`config.mk`:
```
export PLATFORM = sky130hd
export DESIGN_NAME = encoder_pri_arb
export DESIGN_NICKNAME = d
export VERILOG_FILES = /design/src/rtl/encoder_pri_pkg.sv /design/src/rtl/encoder_pri_arb_priority_finder.sv /design/src/rtl/encoder_pri_arb.sv
export SDC_FILE = /design/constraint.sdc
export NUM_CORES = 1
export LEC_CHECK = 0
export BUFFER_PORTS_ARGS = -buffer_cell sky130_fd_sc_hd__buf_2
export CAP_MARGIN = 20
export CORE_AREA = 2 2 39 41
export DETAILED_ROUTE_END_ITERATION = 16
export DIE_AREA = 0 0 41 43
export GPL_ROUTABILITY_DRIVEN = 0
export PLACE_DENSITY_LB_ADDON = 0.12
export SYNTH_ARGS = -nofsm -noshare
export SYNTH_HDL_FRONTEND = slang
export SYNTH_SLANG_ARGS = --single-unit
```
`constraint.sdc`:
```
create_clock -name iClk -period 1.65 [get_ports iClk]
set_input_delay 0.165 -clock iClk [delete_from_list [all_inputs] [get_ports iClk]]
set_output_delay 0.165 -clock iClk [all_outputs]
set_load 0.1 [all_outputs]
```
`src/rtl/encoder_pri_pkg.sv`:
```
// Shared constants and helpers for the clocked priority encoder/arbiter.
package encoder_pri_pkg;

  localparam int MODE_FIXED = 0;
  localparam int MODE_RR    = 1;

  function automatic int clog2(input int n);
    int r;
    r = 0;
    while ((1 << r) < n) r++;
    return r;
  endfunction

endpackage

```
`src/rtl/encoder_pri_arb_priority_finder.sv`:
```
// Combinational search for the highest set bit of a vector; index and found flag.
module priority_finder
  import encoder_pri_pkg::*;
#(
  parameter  int N = 8,
  localparam int W = clog2(N)
) (
  input  logic [N-1:0] i_vec,
  output logic [W-1:0] o_idx,
  output logic         o_found
);

  // Ascending scan: the last hit, i.e. the highest index, is what remains.
  always_comb begin
    o_idx   = '0;
    o_found = 1'b0;
    for (int i = 0; i < N; i++) begin
      if (i_vec[i]) begin
        o_idx   = W'(i);
        o_found = 1'b1;
      end
    end
  end

endmodule

```
`src/rtl/encoder_pri_arb.sv`:
```
// Sticky-pending priority encoder with valid/ack handshake, fixed or round-robin grant,
// and 74148-style cascade pins (EI/EO/GS, all active-low).
module encoder_pri_arb
  import encoder_pri_pkg::*;
#(
  parameter  int N    = 8,
  parameter  int MODE = MODE_FIXED,
  localparam int W    = clog2(N)
) (
  input  logic         iClk,
  input  logic         iRst_n,
  input  logic [N-1:0] iData,
  input  logic         iEI,
  input  logic         iAck,
  output logic [W-1:0] oData,
  output logic         oValid,
  output logic         oGS,
  output logic         oEO
);

  logic [N-1:0] r_pend;
  logic [W-1:0] w_idx;
  logic         w_found;
  logic         w_accept;
  logic [N-1:0] w_clr;

  generate
    if (MODE == MODE_RR) begin : g_rr
      logic [W-1:0] r_ptr;
      logic [N-1:0] w_mask;
      logic [W-1:0] w_idx_m;
      logic [W-1:0] w_idx_u;
      logic         w_found_m;

      always_comb begin
        w_mask = '0;
        for (int i = 0; i < N; i++) begin
          w_mask[i] = (W'(i) <= r_ptr);
        end
      end

      priority_finder #(.N(N)) u_find_masked (
        .i_vec   (r_pend & w_mask),
        .o_idx   (w_idx_m),
        .o_found (w_found_m)
      );

      priority_finder #(.N(N)) u_find_all (
        .i_vec   (r_pend),
        .o_idx   (w_idx_u),
        .o_found (w_found)
      );

      // Nothing at or below ptr means the search wraps to the top of the vector.
      assign w_idx = w_found_m ? w_idx_m : w_idx_u;

      // The line just granted drops to lowest priority.
      always_ff @(posedge iClk) begin
        if (!iRst_n) begin
          r_ptr <= W'(N - 1);
        end else if (w_accept) begin
          r_ptr <= (w_idx == '0) ? W'(N - 1) : w_idx - 1'b1;
        end
      end
    end else begin : g_fixed
      priority_finder #(.N(N)) u_find (
        .i_vec   (r_pend),
        .o_idx   (w_idx),
        .o_found (w_found)
      );
    end
  endgenerate

  assign oValid   = ~iEI & w_found;
  assign oData    = oValid ? w_idx : '0;
  assign oGS      = ~oValid;
  assign oEO      = iEI | w_found;
  assign w_accept = iAck & oValid;

  always_comb begin
    w_clr = '0;
    for (int i = 0; i < N; i++) begin
      w_clr[i] = w_accept && (w_idx == W'(i));
    end
  end

  // New requests are OR-ed in after the clear, so a line still held low survives its own ack.
  always_ff @(posedge iClk) begin
    if (!iRst_n) begin
      r_pend <= '0;
    end else if (!iEI) begin
      r_pend <= (r_pend & ~w_clr) | ~iData;
    end
  end

endmodule

```
==> impl_metrics.yaml <==
run_status:
  status: "completed"
logic_synthesis:
  yosysWarningCount: 0
  ys_types: 18
  synth_area_leader_cell: "dfxtp_1"
  synthCells: 59
  syn_nets: 71
  avgSynthCellArea_um2: 7.23
  synthesis.area_um2: 427
  synth_edf_count: 0
  synth.area.top_cells: "dfxtp_1 (38%), nor2_1 (14%), a21oi_1 (11%)"
  ys_ff_latch: 8
  ys.flop_type: "dfxtp_1"
  ys_seq_area_share_pct: 37.5
  synth_top_area_share_pct: 37.5
  netlist_top_cells_count: "nor2_1 (16), a21oi_1 (9), dfxtp_1 (8), o21ai_0 (5), nor2b_1 (3)"
  synthArstFlopShare_pct: 0
  yosysMostFrequentCell: "nor2_1"
power:
  p_per_area_nw_per_um2: 966
  p_seq_share_pct: 35.1
  internal_power_w: 0.000389
  switchingPower_w: 0.000262
  vdd_drop_max_uv: 382
  power_frac_comb_pct: 42.2
  power.share.clock_pct: 22.7
  swShare_pct: 40.2
  p_leak_nw: 0.278
floorplanning:
  fp.dieW_um: 41
  initial_core_util_pct: 30.8
  ioPinCount: 18
  rows: 14
  die-area_um2: 1760
  die_h_um: 43
  core-area_um2: 1380
drt:
  firstDrtPassIters: 4
  vias_per_cell: 4.94
  ant_nets: 0
  route.detailed.drc: 0
  wl_um: 979
  num_vias: 474
  drt_iter0_drc: 4
  wl_per_cell_um: 10.2
timing:
  rsz0062_at_grt: "true"
  finalClockSkew_ns: 0.00419
  whs_ns: 0.161
  final.min_clock_period_ns: 1.62
  worst_pin_slew_ns: 0.483
  fmax_mhz: 616
  final_hold_viol_count: 0
  setup_viol: 0
  setup_slack_ns: 0.0276
  period_share_pct: 98.3
  drv_slew: 0
  maxSlewHeadroom_pct: 68.0
grt:
  grt_max_degree: 14
  grt_overflow: 0
  grt_pass1_vias: 381
  grt_pass1_wl_mm: 1.57
  antenna_found_initial: 0
  track_usage_pct: 13.3
setup_path:
  path_delay_family: "flip-flops"
  crit_cells: 4
  critPathKind: "reg2out"
  regToRegEndpoint: "r_pend[2]$_SDFFE_PN0N_"
  r2r-start: "r_pend[6]$_SDFFE_PN0N_"
  reg2reg_depth: 3
  startpoint_type: "flip-flop"
  r2r_setup_slack_ns: 0.31
  cpPeakStageDelay_ns: 0.36
  worst-path-buf-inv: 2
  arrival_ns: 1.46
  required_ns: 1.48
  endpoint: "oValid"
  endpoint_kind: "output pin"
  cp_slowest_cell: "dfxtp_2"
  crit_chain: "nor4_4, a31o_4, clkinvlp_4, buf_6"
  critPathLaunch: "r_pend[4]$_SDFFE_PN0N_"
  path_max_fanout: 5
hold_path:
  hold_path_class: "in2reg"
clock_network:
  path_clk_slew_ns: 0.06
  post_cts_buffers: 0
  postCtsHoldBufs: 0
  cts_tree: "built"
  ctsLongestPathBuffers: 2
  htreeDepth: 1
  cts-root-buf: "clkbuf_4"
  cts_buffers: 3
  cts.sinks: 8
  clk-insertion-delay-late_ns: 0.25
final_layout:
  layout.core_utilization_pct: 48.6
  top_regs: "r_pend (8)"
  final_cell_area_um2: 673
  top_register: "r_pend"
  stdcell_count: 96
  final.fill_count: 149
  drive_above_1_share_pct: 42.5
  largest_register_ffs: 8
  nets: 94
  area_growth_pct: 57.8
  num_antenna_cells: 0
placement:
  postPlaceCellArea_um2: 636
  post-place-cells: 93
  hpwl_um: 756
  dp_slack_ns: 0.201
  io_buffer_count: 17
flow_run:
  drv_cap: 0
[worst min path at each step]
stage / from / slack, ns / cells past startpoint / endpoint
after floorplan: iRst_n / 0.28 / 2 / r_pend[3]$_SDFFE_PN0N_
after CTS: iData[3] / 0.15 / 4 / r_pend[3]$_SDFFE_PN0N_
after detailed placement: iData[3] / 0.42 / 4 / r_pend[3]$_SDFFE_PN0N_
final: iData[3] / 0.16 / 4 / r_pend[3]$_SDFFE_PN0N_
after global placement: iData[3] / 0.42 / 4 / r_pend[3]$_SDFFE_PN0N_
after global routing: iData[3] / 0.17 / 4 / r_pend[3]$_SDFFE_PN0N_
[worst register-to-register path, cell delays in order (launching register included)]
cell     delay (ns)
dfxtp_1        0.36
or4b_4         0.56
nor3_4         0.20
a21oi_1        0.10
[per-layer routing]
layer | routed length [um] | track usage, % | vias to the layer above
li1 | - | - | 253
met5 | 0 | 0 | -
met4 | 12 | 12.0 | 0
met2 | 474 | 17.2 | 10
met1 | 452 | 18.3 | 209
met3 | 40 | 1.57 | 2
[cell type report]
type                            count  area, um^2  share of cell area, %
Sequential cell                     8         165                   24.5
Timing Repair Buffer               19         158                   23.4
Clock buffer                        3        22.5                   3.35
Tap cell                           16        20.0                   2.97
Inverter                            2        11.3                   1.67
Multi-Input combinational cell     48         297                   44.1
[kinds of logic after synthesis]
logic type      count (synthesis)  share of synthesized area (%)
buf+inv                         3                           2.64
compound gates                 17                           21.4
simple gates                   31                           38.4
flops                           8                           37.5
[through the flow]
stage	total power, W	TNS, ns
3_5_place_dp	0.000501	0
5_1_grt	0.000685	-0.0527
6_report	0.000650	0
2_1_floorplan	0.000423	-0.386
3_3_place_gp	0.000501	0
4_1_cts	0.000658	-0.0294
[cell usage in the layout, fill, tap and decap left out, types with 2 or more instances in the layout]
cell | Yosys | layout
clkbuf_4 | 0 | 3
nand2b_1 | 2 | 2
nand2_1 | 2 | 2
a21oi_1 | 9 | 7
buf_6 | 0 | 2
buf_12 | 0 | 3
dfxtp_1 | 8 | 4
nor2_1 | 16 | 15
nor3_1 | 2 | 2
dfxtp_2 | 0 | 4
o21ai_0 | 5 | 5
buf_2 | 0 | 12
nor2b_1 | 3 | 3
buf_4 | 0 | 2
[repair_timing]
action	in CTS	in global routing
gates cloned	0	0
setup endpoints to repair	3	4
resized for setup	3	3
pin swaps	0	2
[power groups by stage]
stage          combinational, W  clock [W]  sequential (W)
4_1_cts                0.000273   0.000157        0.000227
5_1_grt                0.000291   0.000164        0.000230
3_5_place_dp           0.000270          0        0.000231
3_3_place_gp           0.000270          0        0.000231
6_report               0.000275   0.000148        0.000228
2_1_floorplan          0.000194          0        0.000229
Note: power is estimated with default switching activity, not from simulation.
